<file path="src/rtl/miner_scheduler.sv">
// miner_scheduler: feeds NUM_CORES hash cores interleaved nonce lanes from one cursor and gathers their golden-nonce hits.
// Latency: first issue the cycle after start; core_hit at t gives hit_valid at t+2 when the result FIFO has room.
// Backpressure: hit_ready low fills the FIFO, then hits park in per-core pending slots; a hit onto an occupied slot is dropped and counted.
//
// Ports: hash_clk / reset (synchronous, active-high) | start, base_nonce: begin a scan at an aligned base
//        core_valid, core_nonce: issue strobe and per-lane nonces (lane i = cursor + i)
//        core_hit, core_hit_nonce: per-core hit strobes and their nonces
//        hit_valid, hit_ready, hit_nonce, hit_core: result FIFO head
//        busy, done, exhausted, hit_count, drop_count: status and saturating counters
// Optional: MINER_SCHED_DISPLAY_EN adds a simulation-only printer of popped hits that ends the run once done rises.

module miner_sched_fifo #(
    parameter int W     = 8,
    parameter int DEPTH = 8
) (
    input  logic         clk,
    input  logic         reset,
    input  logic         wr_vld,
    input  logic [W-1:0] wr_dat,
    output logic         full,
    output logic         rd_vld,
    input  logic         rd_rdy,
    output logic [W-1:0] rd_dat
);
    localparam int AW = $clog2(DEPTH);

    logic [W-1:0]  mem [DEPTH];
    logic [AW-1:0] wr_ptr;
    logic [AW-1:0] rd_ptr;
    logic [AW:0]   count;
    logic          push;
    logic          pop;

    assign pop    = rd_vld && rd_rdy;
    // A pop frees the slot the push needs, so a full FIFO still accepts a write in a pop cycle.
    assign push   = wr_vld && (!full || pop);
    assign full   = (count == (AW+1)'(DEPTH));
    assign rd_vld = (count != '0);
    assign rd_dat = mem[rd_ptr];

    always_ff @(posedge clk) begin
        if (reset) begin
            wr_ptr <= '0;
            rd_ptr <= '0;
            count  <= '0;
            for (int i = 0; i < DEPTH; i++) begin
                mem[i] <= '0;
            end
        end else begin
            if (push) begin
                mem[wr_ptr] <= wr_dat;
                wr_ptr      <= wr_ptr + 1'b1;
            end
            if (pop) begin
                rd_ptr <= rd_ptr + 1'b1;
            end
            count <= count + (AW+1)'(push) - (AW+1)'(pop);
        end
    end
endmodule

module miner_scheduler #(
    parameter int NUM_CORES  = 4,
    parameter int NONCE_W    = 32,
    parameter int LOOP_LOG2  = 0,
    parameter int FIFO_DEPTH = 8,
    parameter int MAX_HITS   = 1
) (
    input  logic                         hash_clk,
    input  logic                         reset,
    input  logic                         start,
    input  logic [NONCE_W-1:0]           base_nonce,
    output logic                         core_valid,
    output logic [NUM_CORES*NONCE_W-1:0] core_nonce,
    input  logic [NUM_CORES-1:0]         core_hit,
    input  logic [NUM_CORES*NONCE_W-1:0] core_hit_nonce,
    output logic                         hit_valid,
    input  logic                         hit_ready,
    output logic [NONCE_W-1:0]           hit_nonce,
    output logic [3:0]                   hit_core,
    output logic                         busy,
    output logic                         done,
    output logic                         exhausted,
    output logic [15:0]                  hit_count,
    output logic [15:0]                  drop_count
);
    localparam int                 DIV_W      = (LOOP_LOG2 > 0) ? LOOP_LOG2 : 1;
    localparam logic [NONCE_W-1:0] ALIGN_MASK = ~(NONCE_W'(NUM_CORES - 1));
    localparam logic [NONCE_W:0]   STRIDE     = (NONCE_W+1)'(NUM_CORES);

    typedef enum logic [1:0] {IDLE, RUN, DRAIN, DONE} state_t;

    state_t               state;
    state_t               state_nxt;
    logic [NONCE_W-1:0]   cursor;
    logic [NONCE_W:0]     cursor_sum;
    logic [DIV_W-1:0]     div;
    logic [DIV_W-1:0]     div_nxt;
    logic                 start_scan;
    logic                 capture_en;
    logic                 issue_wrap;
    logic                 max_reached;
    logic [NUM_CORES-1:0] pending;
    logic [NUM_CORES-1:0] pending_nxt;
    logic [NUM_CORES-1:0] cap;
    logic [NUM_CORES-1:0] drop;
    logic [NUM_CORES-1:0] drain_sel;
    logic [NONCE_W-1:0]   pend_nonce [NUM_CORES];
    logic                 sel_any;
    logic [3:0]           sel_idx;
    logic [NONCE_W-1:0]   sel_nonce;
    logic                 fifo_full;
    logic                 push_ok;
    logic [4:0]           cap_n;
    logic [4:0]           drop_n;
    logic [15:0]          hit_count_nxt;
    logic [15:0]          drop_count_nxt;
    logic [NONCE_W+3:0]   fifo_head;

    function automatic logic [15:0] sat_add(input logic [15:0] a, input logic [4:0] b);
        logic [16:0] s;
        s = {1'b0, a} + {12'b0, b};
        return s[16] ? 16'hFFFF : s[15:0];
    endfunction

    assign busy       = (state == RUN) || (state == DRAIN);
    assign done       = (state == DONE);
    assign start_scan = start && ((state == IDLE) || (state == DONE));
    assign capture_en = busy;
    assign core_valid = (state == RUN) && (div == '0);
    assign cursor_sum = {1'b0, cursor} + STRIDE;
    // Carry out of the cursor means the group just issued was the last one in the nonce space.
    assign issue_wrap = core_valid && cursor_sum[NONCE_W];
    // The divider's natural wrap gives the 2^LOOP_LOG2 issue period.
    assign div_nxt    = (LOOP_LOG2 == 0) ? '0 : div + 1'b1;

    // Lanes read 0 between issues so the bus is quiet outside issue strobes and after reset.
    always_comb begin
        core_nonce = '0;
        for (int i = 0; i < NUM_CORES; i++) begin
            core_nonce[i*NONCE_W +: NONCE_W] = core_valid ? cursor + NONCE_W'(i) : '0;
        end
    end

    // Lowest-index pending slot wins the FIFO write port.
    always_comb begin
        sel_any   = 1'b0;
        sel_idx   = '0;
        sel_nonce = '0;
        for (int i = 0; i < NUM_CORES; i++) begin
            if (pending[i] && !sel_any) begin
                sel_any   = 1'b1;
                sel_idx   = 4'(i);
                sel_nonce = pend_nonce[i];
            end
        end
    end

    assign push_ok = sel_any && (!fifo_full || (hit_valid && hit_ready));

    // A slot that drains this cycle can take a new hit at the same time; only a
    // hit onto a slot that stays occupied is lost.
    always_comb begin
        drain_sel = '0;
        cap       = '0;
        drop      = '0;
        cap_n     = '0;
        drop_n    = '0;
        for (int i = 0; i < NUM_CORES; i++) begin
            drain_sel[i] = push_ok && (sel_idx == 4'(i));
            cap[i]       = capture_en && core_hit[i] && (!pending[i] || drain_sel[i]);
            drop[i]      = capture_en && core_hit[i] && pending[i] && !drain_sel[i];
            cap_n        = cap_n + 5'(cap[i]);
            drop_n       = drop_n + 5'(drop[i]);
        end
        pending_nxt = (pending & ~drain_sel) | cap;
    end

    assign hit_count_nxt  = sat_add(hit_count, cap_n);
    assign drop_count_nxt = sat_add(drop_count, drop_n);
    // Compare against the post-capture count so issuing stops the cycle right after the last wanted hit.
    assign max_reached    = (MAX_HITS != 0) && (hit_count_nxt >= 16'(MAX_HITS));

    always_ff @(posedge hash_clk) begin
        if (reset) begin
            state <= IDLE;
        end else begin
            state <= state_nxt;
        end
    end

    always_comb begin
        state_nxt = state;
        case (state)
            IDLE:    if (start) state_nxt = RUN;
            RUN:     if (issue_wrap || max_reached) state_nxt = DRAIN;
            DRAIN:   if (pending_nxt == '0) state_nxt = DONE;
            DONE:    if (start) state_nxt = RUN;
            default: state_nxt = IDLE;
        endcase
    end

    always_ff @(posedge hash_clk) begin
        if (reset) begin
            cursor     <= '0;
            div        <= '0;
            exhausted  <= 1'b0;
            hit_count  <= '0;
            drop_count <= '0;
            pending    <= '0;
            for (int i = 0; i < NUM_CORES; i++) begin
                pend_nonce[i] <= '0;
            end
        end else begin
            if (start_scan) begin
                cursor     <= base_nonce & ALIGN_MASK;
                div        <= '0;
                exhausted  <= 1'b0;
                hit_count  <= '0;
                drop_count <= '0;
            end else begin
                if (core_valid) begin
                    cursor <= cursor_sum[NONCE_W-1:0];
                end
                if (issue_wrap) begin
                    exhausted <= 1'b1;
                end
                if (state == RUN) begin
                    div <= div_nxt;
                end
                hit_count  <= hit_count_nxt;
                drop_count <= drop_count_nxt;
            end
            pending <= pending_nxt;
            for (int i = 0; i < NUM_CORES; i++) begin
                if (cap[i]) begin
                    pend_nonce[i] <= core_hit_nonce[i*NONCE_W +: NONCE_W];
                end
            end
        end
    end

    miner_sched_fifo #(
        .W     (NONCE_W + 4),
        .DEPTH (FIFO_DEPTH)
    ) u_fifo (
        .clk    (hash_clk),
        .reset  (reset),
        .wr_vld (push_ok),
        .wr_dat ({sel_idx, sel_nonce}),
        .full   (fifo_full),
        .rd_vld (hit_valid),
        .rd_rdy (hit_ready),
        .rd_dat (fifo_head)
    );

    assign hit_core  = fifo_head[NONCE_W+3:NONCE_W];
    assign hit_nonce = fifo_head[NONCE_W-1:0];

`ifdef MINER_SCHED_DISPLAY_EN
    always @(posedge hash_clk) begin
        if (!reset && hit_valid && hit_ready) begin
            $display("%h %h", hit_core, hit_nonce);
        end
        if (!reset && done) begin
            $finish(0);
        end
    end
`else
    // Synthesizable build: no simulation-only side effects.
`endif
endmodule

</file>
<file path="config.mk">
export PLATFORM = sky130hd
export DESIGN_NAME = miner_scheduler
export DESIGN_NICKNAME = d
export VERILOG_FILES = /design/src/rtl/miner_scheduler.sv
export SDC_FILE = /design/constraint.sdc
export NUM_CORES = 1
export LEC_CHECK = 0
export CAP_MARGIN = 25
export CORE_MARGIN = 3
export CORE_UTILIZATION = 35
export DETAILED_ROUTE_END_ITERATION = 10
export GPL_TIMING_DRIVEN = 1
export PLACE_DENSITY = 0.59
export RECOVER_POWER = 50
export SLEW_MARGIN = 20
export SYNTH_ARGS = -nofsm -noshare
export SYNTH_HDL_FRONTEND = slang
export SYNTH_HIERARCHICAL = 1
export SYNTH_SLANG_ARGS = --single-unit
</file>
<file path="constraint.sdc">
create_clock -name hash_clk -period 6.2 [get_ports hash_clk]
set_input_delay 1.24 -clock hash_clk [delete_from_list [all_inputs] [get_ports hash_clk]]
set_output_delay 1.24 -clock hash_clk [all_outputs]
set_load 0.01 [all_outputs]
</file>
==> results.py, run 1 <==
metrics = {
    "timing": {
        "max_slew_margin": -0.663,
        "fin_skew_ns": 0.0176,
        "fin_crit_ns": 5.60,
        "tns_ns": 0,
        "setup_viol": 0,
        "hold_violations": 0,
        "period_share": 0.903,
        "rsz0062_at_grt": "no",
        "worstMarginPinSlew_ns": 2.49,
        "max_freq_mhz": 179,
        "slew_viol_final": 386,
    },
    "routing": {
        "via_per_inst": 5.05,
        "ant_nets": 0,
        "drtPass1Iterations": 5,
        "wl_per_cell_um": 20.8,
        "dr_total_vias": 15400,
        "drt-total-wl_um": 63400,
        "drt_iter0_markers": 1080,
        "drc": 0,
    },
    "layout": {
        "fin_util": 0.439,
        "nFillCells": 6026,
        "areaGrowthSynthToFinish_pct": 22.8,
        "nets": 2324,
        "layout-drive-gt1-share": 0.139,
    },
    "hold_path": {
        "hold_path_class": "reg2reg",
        "min_path_cells": 2,
    },
    "power_and_ir_drop": {
        "p_sw_mw": 3.39,
        "pwr-share-comb": 0.284,
        "clkPwrFrac": 0.294,
        "p_sw_frac": 0.314,
        "leakagePower_nw": 10.1,
        "power.density_nw_per_um2": 371,
        "p_seq_frac": 0.423,
        "ir_worst_vdd_v": 0.000203,
        "p_int_mw": 7.41,
        "p_total_mw": 10.8,
    },
    "place": {
        "hpwlAfterDp_um": 40600,
        "port_buffers": 362,
        "gp_congestion": 0.834,
    },
    "clock_network": {
        "clockBufferDepth": 3,
        "root_buffer": "clkbuf_16",
        "cts_tree": "done",
        "htreeDepth": 2,
        "clkSinkCount": 498,
        "postCtsSetupBuffers": 0,
        "clkTransAtPathRegs_ns": 0.06,
        "ctsResizeCount": 0,
        "clock_latency_ns": 0.60,
        "numCtsBuffers": 54,
        "postCtsHoldBufs": 0,
    },
    "critical_path": {
        "crit_chain": "dlygate4sd3_1 -> a21boi_0 -> o31ai_1 -> nand2_1 -> fa_1 -> fa_1 -> fa_1 -> and4b_1 -> nand4_1 -> mux2i_1 -> a31o_2 -> o41a_1 -> a21o_1 -> a21oi_2",
        "reg2reg_depth": 17,
        "critPathMaxFanout": 8,
        "cp_common_cell": "fa_1",
        "start_kind": "primary input",
        "critPathSlowestCell": "a21boi_0",
        "rrSetupSlack_ns": 0.61,
        "end_kind": "register",
        "critPathMaxStageDelay_ns": 0.64,
        "required_ns": 6.72,
        "arrival_ns": 6.12,
        "path_class": "in2reg",
    },
    "synth": {
        "ys.flop_type": "edfxtp_1",
        "synthCells": 1899,
        "ys_top_cells_by_area": "edfxtp_1, dfxtp_1, mux4_2, nor2_1, and2_1",
        "yosysSeqAreaShare": 0.595,
        "synth_seq_cells": 498,
        "netlist.area_leader.share": 0.526,
        "yosys.area.top_type": "edfxtp_1",
        "syn_area_um2": 23700,
        "synth_cell_types": 70,
        "syn-mean-instance-area_um2": 12.5,
        "synth_edf_count": 416,
        "async_flop_share": 0,
        "ys.warnings.count": 6,
    },
    "die": {
        "fp.dieH_um": 266,
        "rows": 94,
        "die_area_um2": 71000,
        "die_w_um": 266,
        "core_area_um2": 66500,
        "io_pins": 369,
        "start_util": 0.357,
    },
    "global_route": {
        "gr-total-overflow": 0,
        "grt.total_usage": 0.177,
        "grt_pass1_wl_um": 96200,
        "antenna_found_initial": 5,
        "grt_max_degree": 82,
        "grt_pass1_vias": 15900,
    },
    "run_status": {
        "violations": "capacitance limit, slew limit",
        "status": "finished, violations left",
    },
    "job": {
        "cap_violations": 10,
    },
}
[through the flow]
step | setup WS, ns | hold WS [ns] | cells | area (um^2)
CTS | 0.807 | 0.476 | 3044 | 29200
finish | 0.603 | 0.474 | 3049 | 29200
detailed placement | 0.290 | 0.457 | 2943 | 27500
floorplan | 1.12 | 0.459 | 1906 | 23800
global route | 0.261 | 0.507 | 3048 | 29100
global placement | 0.408 | 0.455 | 2943 | 27400
[cell usage after synthesis (8+ instances only)]
library cell	count
edfxtp_1	416
nor2_1	324
and2_1	162
buf_4	108
dfxtp_1	82
clkbuf_1	76
nand2_1	76
mux4_2	72
nor2_2	60
nand2b_1	46
a21oi_1	38
mux2_2	38
xor2_1	35
a221o_1	32
a22oi_1	32
a211oi_1	29
nand3_1	26
inv_1	25
nand4_1	21
buf_2	17
buf_6	16
o21ai_0	16
xnor2_1	15
ha_1	14
and3_1	10
nor3_1	9
nor2b_1	8
[metal layers]
metal	part of all wire	global-route usage	up-vias
met5	0.00049	0	-
met4	0.017	0.0442	4
met3	0.051	0.0268	71
met2	0.48	0.291	418
met1	0.45	0.246	7717
li1	-	-	7198
[power groups by stage]
stage / registers, mW / clock network [mW] / logic [mW]
6_report: 4.57 / 3.17 / 3.07
5_1_grt: 4.63 / 3.39 / 3.33
4_1_cts: 4.56 / 3.25 / 3.19
3_5_place_dp: 4.63 / 0 / 3.17
3_3_place_gp: 4.60 / 0 / 3.14
2_1_floorplan: 4.47 / 0 / 2.01
[logic make-up (layout without fill, tap and decap cells)]
| kind of cell | Yosys count | count (layout) | synth area share |
|---|---|---|---|
| buffers and inverters | 251 | 525 | 0.0629 |
| other | 1 | 13 | 0.000158 |
| adders and majority gates | 22 | 22 | 0.0137 |
| xor gates and xnor gates | 50 | 50 | 0.0184 |
| muxes | 114 | 114 | 0.0880 |
| and+or+nand+nor | 777 | 777 | 0.163 |
| DFF | 498 | 498 | 0.595 |
| AOI/OAI and AO/OA | 186 | 186 | 0.0583 |
[cell usage in the layout (no fill, tap or decap), drive strengths merged, types with 4 or more instances in the layout]
| cell type | count |
|---|---|
| conb | 8 |
| a211oi | 29 |
| nand2 | 76 |
| o21ai | 18 |
| diode | 5 |
| and3 | 10 |
| and2 | 162 |
| a221o | 32 |
| bufinv | 5 |
| xor2 | 35 |
| nor2 | 384 |
| clkinvlp | 6 |
| clkbuf | 78 |
| mux2 | 38 |
| a22oi | 32 |
| fa | 7 |
| nor3b | 4 |
| dfxtp | 82 |
| a31o | 4 |
| buf | 24 |
| nor2b | 8 |
| dlygate4sd3 | 132 |
| clkinv | 23 |
| nand3 | 26 |
| xnor2 | 15 |
| nand4 | 21 |
| clkdlybuf4s50 | 229 |
| ha | 14 |
| nor3 | 9 |
| and4 | 7 |
| a21oi | 39 |
| a21o | 4 |
| nand2b | 46 |
| inv | 28 |
| or3 | 5 |
| mux4 | 72 |
| edfxtp | 416 |
| mux2i | 4 |
[critical path, delay by kind of cell]
| family | cells | cell delay [ns] |
|---|---|---|
| mux | 1 | 0.20 |
| fa+ha+maj | 3 | 1.40 |
| simple gates | 3 | 0.87 |
| compound gates | 6 | 1.77 |
| buf+inv | 1 | 0.61 |
[state kept, by name, indices dropped and copies added, names as in the netlist, named ones only]
register / flops
u_fifo/rd_ptr: 3
u_fifo/count: 4
hit_count: 16
state: 2
exhausted: 1
drop_count: 16
pend_nonce: 128
pending: 4
u_fifo/wr_ptr: 3
u_fifo/mem: 288
cursor: 30
[path summary, 6_finish.rpt]
path / startpoint / to
max: hit_ready / state[1]
min: exhausted / exhausted
max reg2reg: u_fifo/count[2] / state[1]
min reg2reg: exhausted / exhausted
[cell type report]
| class | count | area, um^2 | area share |
|---|---|---|---|
| flip-flops and latches | 498 | 14100 | 0.485 |
| diodes | 5 | 12.5 | 0.000429 |
| well taps | 864 | 1080 | 0.0371 |
| repair buffers | 398 | 3850 | 0.132 |
| clock inverters | 36 | 339 | 0.0116 |
| inverters | 26 | 100 | 0.00343 |
| clock buffers | 65 | 1410 | 0.0485 |
| multi-input cells | 1157 | 8220 | 0.282 |
(Power assumes the default switching activity.)
==> run 2, diff against run 1 <==
Settings changed: CTS_BUF_LIST from default to sky130_fd_sc_hd__clkbuf_4, HOLD_SLACK_MARGIN from default to 0.03.
==> results.py, run 2 (synthesis results as in run 1) <==
metrics = {
    "global_route": {
        "antenna_found_initial": 5,
        "grt.total_usage": 0.181,
        "grt_max_degree": 82,
        "grt_pass1_wl_um": 97300,
        "gr-total-overflow": 0,
        "grt_pass1_vias": 16600,
    },
    "critical_path": {
        "critPathMaxFanout": 9,
        "rrSetupSlack_ns": 0.62,
        "arrival_ns": 6.46,
        "required_ns": 7.07,
        "critPathSlowestCell": "a21boi_0",
        "crit_family": "compound AO/OA/AOI/OAI gates",
        "critPathMaxStageDelay_ns": 0.65,
        "end_kind": "register",
        "start_kind": "register",
        "path_class": "reg2reg",
        "cp_common_cell": "fa_1",
        "crit_chain": "inv_1 -> ha_1 -> or3b_1 -> inv_4 -> a21boi_0 -> o31ai_1 -> nand2_1 -> fa_1 -> fa_1 -> fa_1 -> and4b_1 -> nand4_1 -> mux2i_1 -> a31o_2 -> o41a_1 -> a21o_1 -> a21oi_2",
        "path_buf_inv": 2,
    },
    "timing": {
        "setup_viol": 0,
        "hold_violations": 0,
        "period_share": 0.900,
        "fin_crit_ns": 5.58,
        "timing.hold.ws_ns": 0.474,
        "worstMarginPinSlew_ns": 2.83,
        "max_slew_margin": -0.886,
        "rsz0062_at_grt": "no",
        "slew_viol_final": 522,
        "max_freq_mhz": 179,
        "fin_skew_ns": 0.0636,
        "tns_ns": 0,
    },
    "die": {
        "start_util": 0.357,
        "io_pins": 369,
        "core_area_um2": 66500,
        "die_area_um2": 71000,
        "rows": 94,
        "fp.dieH_um": 266,
        "die_w_um": 266,
    },
    "layout": {
        "largest-register": "u_fifo/mem",
        "fin_util": 0.438,
        "areaGrowthSynthToFinish_pct": 22.6,
        "seqCellArea_um2": 14100,
        "reg_top3": "u_fifo/mem (288), pend_nonce (128), cursor (30)",
        "nFillCells": 6071,
        "mostFrequentLayoutCell": "edfxtp_1",
        "largest_reg_flops": 288,
        "layout-drive-gt1-share": 0.185,
        "final_cell_mix": "edfxtp_1, nor2_1, clkdlybuf4s50_1",
        "multiInputGateArea_um2": 8220,
        "nets": 2402,
    },
    "job": {
        "cap_violations": 13,
    },
    "hold_path": {
        "hold_path_class": "reg2reg",
    },
    "power_and_ir_drop": {
        "p_total_mw": 10.6,
        "leakagePower_nw": 10.0,
        "power.density_nw_per_um2": 366,
        "ir_worst_vdd_v": 0.000181,
    },
    "routing": {
        "drc": 0,
        "ant_nets": 0,
        "dr_total_vias": 15800,
        "drtPass1Iterations": 5,
        "wl_per_cell_um": 20.1,
        "drt_iter0_markers": 931,
        "via_per_inst": 4.97,
        "drt-total-wl_um": 63900,
    },
    "clock_network": {
        "cts_tree": "done",
        "htreeDepth": 4,
        "clock_latency_ns": 0.95,
        "postCtsSetupBuffers": 0,
        "ctsResizeCount": 0,
        "clockBufferDepth": 3,
        "numCtsBuffers": 132,
        "clkTransAtPathRegs_ns": 0.06,
        "root_buffer": "clkbuf_4",
        "clkSinkCount": 498,
        "postCtsHoldBufs": 0,
    },
    "place": {
        "gp_congestion": 0.834,
        "port_buffers": 362,
        "hpwlAfterDp_um": 40600,
    },
    "run_status": {
        "status": "finished, violations left",
        "violations": "capacitance limit, slew limit",
    },
}
[run 2: changes by cell type in the layout (fill, tap and decap cells not counted), sizes merged]
| cell | previous run | this run |
|---|---|---|
| buf | 24 | 20 |
| clkbuf | 78 | 207 |
| clkdlybuf4s50 | 229 | 323 |
| clkinv | 23 | 21 |
| clkinvlp | 6 | 2 |
| diode | 5 | 6 |
| dlygate4sd3 | 132 | 38 |
| inv | 28 | 32 |
[run 2: per-stage QoR]
step	setup slack (ns)	std cells	cell area, um^2
6_report	0.618	3173	29100
5_1_grt	0.261	3172	29100
3_3_place_gp	0.408	2943	27400
4_1_cts	0.813	3167	29200
2_1_floorplan	1.12	1906	23800
3_5_place_dp	0.290	2943	27500
[run 2: cell type report]
class	instances	share of cell area
inverters	26	0.00344
flip-flops and latches	498	0.486
diodes	6	0.000516
clock inverters	34	0.00985
clock buffers	190	0.0490
well taps	864	0.0371
multi-input cells	1157	0.282
repair buffers	398	0.132
[run 2: worst paths after layout]
kind	cells past startpoint	to	from
setup / recovery	17	state[1]	u_fifo/count[2]
hold / removal	2	exhausted	exhausted
setup reg to reg	17	state[1]	u_fifo/count[2]
hold reg to reg	2	exhausted	exhausted
[run 2: tightest hold or removal path, stage by stage (launching register included)]
cell and delay, ns:
dfxtp_1 0.33, a31oi_1 0.04, nor2_1 0.07
[run 2: per-layer routing]
layer / routed length (um) / global-route usage / share of wire
met4: 1200 / 0.0590 / 0.019
met2: 30900 / 0.291 / 0.48
met5: 17 / 0 / 0.00027
met3: 3800 / 0.0502 / 0.059
met1: 28000 / 0.238 / 0.44
[run 2: power by group]
group / internal (mW) / leakage (nW) / total, mW / switching [mW]
Clock: 1.62 / 1.02 / 2.96 / 1.34
Combinational: 1.35 / 4.00 / 3.11 / 1.75
Sequential: 4.27 / 5.01 / 4.57 / 0.306
Total: 7.24 / 10.0 / 10.6 / 3.40
==> run 3, diff against run 2 <==
Settings changed: CAP_MARGIN 25 to 0, REMOVE_ABC_BUFFERS from default to 1.
==> results.py, run 3 (synthesis results as in run 1) <==
metrics = {
    "timing": {
        "hold_violations": 0,
        "tns_ns": 0,
        "slew_viol_final": 422,
        "fin_crit_ns": 5.60,
        "max_freq_mhz": 179,
        "fin_skew_ns": 0.0710,
        "worstMarginPinSlew_ns": 2.82,
        "max_slew_margin": -0.880,
        "rsz0062_at_grt": "no",
        "setup_viol": 0,
        "period_share": 0.903,
    },
    "critical_path": {
        "crit_family": "compound AO/OA/AOI/OAI gates",
        "critPathSlowestCell": "a21boi_0",
        "required_ns": 7.04,
        "cp_common_cell": "fa_1",
        "reg2reg_depth": 16,
        "critPathMaxStageDelay_ns": 0.67,
        "rrSetupSlack_ns": 0.60,
        "end_kind": "register",
        "critPathMaxFanout": 9,
        "path_class": "reg2reg",
        "crit_chain": "inv_1 -> ha_1 -> or3b_1 -> inv_4 -> a21boi_0 -> o31ai_1 -> nand2_1 -> fa_1 -> fa_1 -> fa_1 -> and4b_1 -> nand4_1 -> mux2i_1 -> a31o_2 -> o41a_1 -> a221oi_1",
        "timing.rr.end": "state[0]",
        "start_kind": "register",
        "path_buf_inv": 2,
        "arrival_ns": 6.44,
        "reg2reg_from": "u_fifo/count[2]",
    },
    "layout": {
        "areaGrowthSynthToFinish_pct": 23.4,
        "final_cell_mix": "edfxtp_1, nor2_1, clkdlybuf4s50_1",
        "layout-drive-gt1-share": 0.193,
        "final_cell_area_um2": 29300,
        "reg_top3": "u_fifo/mem (288), pend_nonce (128), cursor (30)",
        "mostFrequentLayoutCell": "edfxtp_1",
        "nFillCells": 6107,
        "largest-register": "u_fifo/mem",
        "largest_reg_flops": 288,
        "nets": 2406,
    },
    "power_and_ir_drop": {
        "ir_worst_vdd_v": 0.000206,
        "leakagePower_nw": 10.1,
        "power.density_nw_per_um2": 374,
    },
    "routing": {
        "drc": 0,
        "via_per_inst": 5.02,
        "ant_nets": 0,
        "wl_per_cell_um": 21.0,
        "dr_total_vias": 16000,
        "drt-total-wl_um": 67000,
        "drtPass1Iterations": 5,
        "drt_iter0_markers": 930,
    },
    "die": {
        "io_pins": 369,
        "core_area_um2": 66500,
        "rows": 94,
        "start_util": 0.357,
        "die_area_um2": 71000,
        "fp.dieH_um": 266,
        "die_w_um": 266,
    },
    "clock_network": {
        "root_buffer": "clkbuf_4",
        "htreeDepth": 4,
        "postCtsHoldBufs": 0,
        "numCtsBuffers": 140,
        "clock_latency_ns": 0.95,
        "clkSinkCount": 498,
        "clockBufferDepth": 3,
        "clkTransAtPathRegs_ns": 0.07,
        "postCtsSetupBuffers": 0,
        "cts_tree": "done",
        "ctsResizeCount": 0,
    },
    "global_route": {
        "grt_max_degree": 82,
        "gr-total-overflow": 0,
        "grt.total_usage": 0.188,
        "grt_pass1_wl_um": 101000,
        "grt_pass1_vias": 16500,
        "antenna_found_initial": 8,
    },
    "job": {
        "cap_violations": 10,
    },
    "run_status": {
        "status": "finished, violations left",
        "violations": "capacitance limit, slew limit",
    },
    "hold_path": {
        "hold_path_class": "reg2reg",
        "hold_start": "u_fifo/rd_ptr[2]",
        "min_path_cells": 2,
    },
    "place": {
        "port_buffers": 362,
        "dpl_cell_area_um2": 27400,
        "gp_congestion": 0.829,
        "hpwlAfterDp_um": 41800,
    },
}
## run 3: cell types whose count changed in the layout (fill, tap and decap cells not counted), moves of 2 or more
cell / before / now
and2_0: 90 / 95
and2_1: 72 / 67
buf_4: 19 / 17
clkbuf_1: 13 / 11
clkbuf_4: 191 / 211
clkinv_1: 16 / 13
clkinv_2: 4 / 2
dfxtp_1: 78 / 76
dfxtp_2: 2 / 5
diode_2: 6 / 4
inv_2: 4 / 0
inv_6: 2 / 6
## run 3: how the worst max path moves through the flow
stage,from,end,slack [ns],cells after the start
floorplan,pending[0],u_fifo/mem[6][0],0.67,4
global placement,hit_ready,state[1],0.41,14
detailed placement,hit_ready,state[0],0.36,13
CTS,u_fifo/count[2],state[1],0.77,17
global route,u_fifo/count[2],state[1],0.28,17
finish,u_fifo/count[2],state[0],0.60,16
## run 3: power by group
part	leakage [nW]	internal, mW	switching, mW
Clock	1.12	1.81	1.41
Sequential	5.02	4.27	0.282
Combinational	3.99	1.35	1.82
Total	10.1	7.43	3.52
## run 3: area by class of cell
cell class	count	area (um^2)	share of cell area
sequential	498	14100	0.483
antenna	4	10.0	0.000342
clock inverter	30	315	0.0108
inverter	26	100	0.00342
timing repair buffer	394	3820	0.130
multi-input combinational	1157	8240	0.281
clock buffer	211	1580	0.0541
tap	864	1080	0.0369
## run 3: metrics by stage
step | hold slack, ns | setup WS (ns) | total power, mW | util | cells
2_1_floorplan | 0.452 | 0.672 | 6.25 | - | 1681
5_1_grt | 0.533 | 0.284 | 11.6 | 0.441 | 3183
3_5_place_dp | 0.481 | 0.356 | 7.85 | 0.413 | 2939
6_report | 0.495 | 0.599 | 10.9 | 0.441 | 3184
3_3_place_gp | 0.467 | 0.409 | 7.79 | 0.413 | 2939
4_1_cts | 0.492 | 0.774 | 11.1 | 0.442 | 3180
## run 3: tightest hold or removal path: cells and delay by family, from the launching register on
kind / cells / cell delay, ns
DFF: 1 / 0.31
AOI/OAI and AO/OA: 2 / 0.14
## run 3: routing by layer
layer,vias up,routed length (um),part of all wire,global-route usage
met1,7968,29200,0.44,0.247
met4,8,1230,0.018,0.0574
li1,7447,-,-,-
met5,-,58,0.00087,0
met3,107,4490,0.067,0.0601
met2,454,32000,0.48,0.298
